<file path="src/rtl/mac_psum_drain.sv">
// mac_psum_drain: snapshots the four MAC partial sums on the falling edge of
// Block_control, then streams them out in bank order 0..3, one word per
// handshake. Each word is right-shifted and then saturated to OUT_WIDTH bits.
//
// Handshake: a word transfers on a rising Clk edge where Out_valid and
// Out_ready are both high. Out_valid, Out_data, Out_index and Out_last come
// only from registered state, so they never depend combinationally on
// Out_ready. While Out_ready is low they hold stable.
module mac_psum_drain #(
    parameter int DATA_WIDTH = 8,
    parameter int PSUM_WIDTH = 4 * DATA_WIDTH,
    parameter int OUT_WIDTH  = 8,
    parameter int SHIFT      = 0
) (
    input  logic                  Clk,
    input  logic                  rst,
    input  logic                  Block_control,
    input  logic [PSUM_WIDTH-1:0] Psum_0,
    input  logic [PSUM_WIDTH-1:0] Psum_1,
    input  logic [PSUM_WIDTH-1:0] Psum_2,
    input  logic [PSUM_WIDTH-1:0] Psum_3,
    output logic [OUT_WIDTH-1:0]  Out_data,
    output logic [1:0]            Out_index,
    output logic                  Out_last,
    output logic                  Out_valid,
    input  logic                  Out_ready,
    output logic                  Busy,
    output logic                  Overrun,
    input  logic                  Clear_overrun
);

    localparam logic [0:0] ST_IDLE = 1'b0;
    localparam logic [0:0] ST_SEND = 1'b1;

    localparam logic [PSUM_WIDTH-1:0] SAT_MAX =
        {{(PSUM_WIDTH-OUT_WIDTH){1'b0}}, {OUT_WIDTH{1'b1}}};

    logic [0:0]            state;
    logic                  bc_d;
    logic [1:0]            idx;
    logic [PSUM_WIDTH-1:0] bank_q [4];

    logic                  block_end;
    logic                  sending;
    logic                  final_xfer;
    logic                  capture;
    logic                  drop;
    logic [PSUM_WIDTH-1:0] shifted;
    logic [OUT_WIDTH-1:0]  sat_word;

    // The MAC clears its banks on the same edge where Block_control first goes
    // low. That cycle is therefore the only chance to grab Psum_*.
    assign block_end  = bc_d & ~Block_control;
    assign sending    = (state == ST_SEND);
    assign final_xfer = sending & Out_ready & (idx == 2'd3);
    assign capture    = block_end & (~sending | final_xfer);
    assign drop       = block_end & ~capture;

    // Shift and saturate the bank selected by idx.
    always_comb begin
        shifted  = bank_q[idx] >> SHIFT;
        sat_word = (shifted > SAT_MAX) ? {OUT_WIDTH{1'b1}} : shifted[OUT_WIDTH-1:0];
    end

    // Output stage: driven only from state, idx and the buffered banks.
    always_comb begin
        Busy      = sending;
        Out_valid = sending;
        Out_index = sending ? idx : 2'd0;
        Out_last  = sending & (idx == 2'd3);
        Out_data  = sending ? sat_word : '0;
    end

    // Edge detector delay on Block_control.
    always_ff @(posedge Clk) begin
        if (!rst) bc_d <= 1'b0;
        else      bc_d <= Block_control;
    end

    // Stream FSM. A capture on the last handshake of a stream chains straight
    // into the next stream, so back-to-back blocks leave no idle gap.
    always_ff @(posedge Clk) begin
        if (!rst) begin
            state <= ST_IDLE;
            idx   <= 2'd0;
            for (int i = 0; i < 4; i++) bank_q[i] <= '0;
        end else if (capture) begin
            state     <= ST_SEND;
            idx       <= 2'd0;
            bank_q[0] <= Psum_0;
            bank_q[1] <= Psum_1;
            bank_q[2] <= Psum_2;
            bank_q[3] <= Psum_3;
        end else if (sending && Out_ready) begin
            if (idx == 2'd3) state <= ST_IDLE;
            else             idx   <= idx + 2'd1;
        end
    end

    // Sticky overrun flag. When a block end is dropped in the same cycle as a
    // clear request, the set wins.
    always_ff @(posedge Clk) begin
        if (!rst)               Overrun <= 1'b0;
        else if (drop)          Overrun <= 1'b1;
        else if (Clear_overrun) Overrun <= 1'b0;
    end

endmodule

</file>
<file path="config.mk">
export PLATFORM = sky130hd
export DESIGN_NAME = mac_psum_drain
export DESIGN_NICKNAME = d
export VERILOG_FILES = /design/src/rtl/mac_psum_drain.sv
export SDC_FILE = /design/constraint.sdc
export NUM_CORES = 1
export LEC_CHECK = 0
export BUFFER_PORTS_ARGS = -buffer_cell sky130_fd_sc_hd__buf_2
export CAP_MARGIN = 0
export CORE_ASPECT_RATIO = 2
export CORE_MARGIN = 3
export CORE_UTILIZATION = 57
export CTS_CLUSTER_DIAMETER = 40
export DETAILED_ROUTE_END_ITERATION = 10
export GPL_ROUTABILITY_DRIVEN = 1
export PLACE_DENSITY = 0.86
export RECOVER_POWER = 50
export SYNTH_ARGS = -nofsm -noshare
export SYNTH_HDL_FRONTEND = slang
export SYNTH_SLANG_ARGS = --single-unit
</file>
<file path="constraint.sdc">
create_clock -name Clk -period 13.17 [get_ports Clk]
set_input_delay 0.6585 -clock Clk [delete_from_list [all_inputs] [get_ports Clk]]
set_output_delay 0.6585 -clock Clk [all_outputs]
set_load 0.05 [all_outputs]
</file>
==> impl_metrics.tcl <==
set metrics [dict create \
    max-cap-violations 3 \
    final_util_pct 71.6 \
    grt_pass1_vias 3758 \
    drive_gt1_share_pct 32.5 \
    clk_latency_ns 0.41 \
    ys_seq_area_share_pct 69.9 \
    syn_area_per_cell_um2 15.1 \
    die_y_um 147 \
    slew_headroom_pct -214 \
    root_buffer "clkbuf_16" \
    antenna_found_initial 1 \
    fmax_ghz 0.170 \
    switching_share_pct 21.0 \
    path_clk_slew_ns 0.06 \
    ir_drop_v 0.000105 \
    hold_violations 0 \
    cts_setup_buffers 0 \
    grt-ovfl-total 0 \
    cts.sinks 135 \
    vias 3458 \
    wl_um 11100 \
    cts_max_path_buffers 2 \
    synth_fa_ha_area_share_pct 0.219 \
    synth_top_flop_cell "edfxtp_1" \
    min_path_type "input port to register" \
    drc 0 \
    violations "capacitance limit, slew limit" \
    p_switching_mw 0.201 \
    synth_cells 377 \
    p_seq_share_pct 52.7 \
    synth_warnings 0 \
    coreArea_um2 9760 \
    netlist_area_um2 5700 \
    fill_cells 652 \
    synthMuxAreaShare_pct 3.67 \
    start_util_pct 58.4 \
    synth-edff-count 128 \
    period_needed_ns 5.90 \
    synth-compound-area-share_pct 3.40 \
    cts_made_buffers 17 \
    ys_async_sr_fraction_pct 0 \
    cp-end-kind "register" \
    htreeDepth 4 \
    critical_path_class "register to register" \
    synth_seq_cells 135 \
    vias_per_cell 5.15 \
    powerDensity_nw_per_um2 136 \
    synth-xor-area-share_pct 0.154 \
    pwr-share-clk_pct 41.4 \
    synth_cell_types 39 \
    cp_slowest_cell "o21ai_0" \
    path_cells "ha_1 > a21oi_1 > o21ai_0 > buf_4" \
    met1_length_um 3700 \
    multiInputGateArea_um2 1570 \
    dpl.hpwl_um 8100 \
    layout.area.seq_um2 3980 \
    leakage_nw 2.73 \
    highest_layer "met4" \
    die_w_um 76.7 \
    startpoint_type "register" \
    cp.required_ns 13.20 \
    ctsHoldBuffers 0 \
    yosys.area_share.simple_pct 20.1 \
    worst_pin_slew_ns 4.66 \
    grt_max_degree 95 \
    cts_tree "built" \
    syn-num-nets 511 \
    slew_viol_final 169 \
    wl_met2_um 6510 \
    area_growth_pct 22.6 \
    dieArea_um2 11300 \
    drtIter0Drc 170 \
    period_share_pct 44.8 \
    num_io_pins 147 \
    p_int_mw 0.754 \
    grt_pass1_wl_um 17500 \
    rows 51 \
    status "finished with violations" \
    synth_top_family_by_area "simple AND/OR/NAND/NOR gates" \
    finalSetupTns_ns 0 \
    final_common_cell "buf_2" \
    critical-path-max-stage-delay_ns 3.46 \
    grt_use_total_pct 20.8 \
    rsz0062_at_grt "no" \
    finClkSkew_ns 0.00479 \
    pwr-share-comb_pct 5.9 \
    num-nets-final 660 \
    drt-wirelength-per-cell_um 16.5 \
    post_cts_resized 0 \
    final_cell_mix "buf_2 (139), edfxtp_1 (128), and2_0 (96)" \
    postRouteAntennaNets 0 \
    dr.pass1.iters 6 \
    io_buffers 146 \
    worstPathMaxFanout 94 \
    wl_met3_um 604 \
    gp_congestion 0.772 \
    worstPathArrival_ns 5.92 \
    setup_viol 0 \
]
-- per-stage QoR --
stage                     hold WS [ns]  setup WS [ns]  power [mW]  instances  cell area, um^2
final                            0.486           7.27       0.954        672             6990
after global routing             0.483           6.72       0.990        672             6990
after CTS                        0.473           9.69       0.960        671             7020
after detailed placement         0.582           9.86       0.568        639             6520
after global placement           0.557          10.01       0.564        639             6520
after floorplan                  0.509           5.98       0.544        377             5700
-- state kept, by name (all words and copies together) (netlist names), named ones only --
name,count
idx,2
Overrun,1
bc_d,1
bank_q,128
Busy,1
-- power by group through the flow --
stage          logic, mW  clock network, mW  registers (mW)
4_1_cts           0.0575              0.401           0.502
3_5_place_dp      0.0571                  0           0.511
2_1_floorplan     0.0310                  0           0.513
6_report          0.0561              0.395           0.503
5_1_grt           0.0617              0.423           0.505
3_3_place_gp      0.0555                  0           0.509
-- metal layers --
metal	vias up	global-route usage, %
met5	-	0
met3	28	5.37
li1	1687	-
met1	1627	19.8
met4	0	10.6
met2	116	39.8
-- area by class of cell --
type                       count  area share, %
inverter                       9          0.483
antenna                        1         0.0358
tap                          132           2.36
sequential                   135           57.0
clock inverter                13          0.931
clock buffer                  19           6.19
multi-input combinational    214           22.5
timing repair buffer         149           10.5
-- cell usage after synthesis (2+ instances only) --
master | number | area, um^2
inv_1 | 8 | 30.0
buf_2 | 15 | 75.1
nand3b_1 | 2 | 15.0
nor4_1 | 15 | 93.8
nand4_1 | 3 | 18.8
mux4_2 | 3 | 67.6
and2_1 | 132 | 826
a211oi_1 | 8 | 60.1
mux4_1 | 5 | 131
nor2_1 | 9 | 33.8
a221oi_1 | 8 | 70.1
a21oi_1 | 3 | 15.0
nor3_1 | 3 | 15.0
nor2b_1 | 3 | 18.8
edfxtp_1 | 128 | 3840
dfxtp_1 | 7 | 140
nand3_1 | 3 | 15.0
-- kinds of logic (layout without fill, tap and decap cells) --
logic type      count (synthesis)  in the layout
simple gates                  180            180
flops                         135            135
buf+inv                        28            190
compound gates                 23             23
mux                             9              9
fa+ha+maj                       1              1
xor+xnor                        1              1
other cells                     0              1
-- critical path: cells and delay by family (launching register included) --
family,cells,cell delay [ns]
AO/OA/AOI/OAI,2,3.59
adder cells (fa/ha/maj),1,0.21
buffers and inverters,1,1.26
flip-flops,1,0.38
-- path summary, 6_finish.rpt --
| kind | start | to | slack, ns | depth (start not counted) |
|---|---|---|---|---|
| worst max register to register | idx[0]$_SDFFE_PP0P_ | bank_q[1][10]$_SDFFCE_PN0P_ | 7.27 | 4 |
| worst min register to register | idx[1]$_SDFFE_PP0P_ | idx[1]$_SDFFE_PP0P_ | 0.59 | 2 |
| worst max-delay path | idx[0]$_SDFFE_PP0P_ | bank_q[1][10]$_SDFFCE_PN0P_ | 7.27 | 4 |
| worst min-delay path | Block_control | bc_d$_SDFF_PN0_ | 0.49 | 2 |
(Power assumes the default switching activity.)
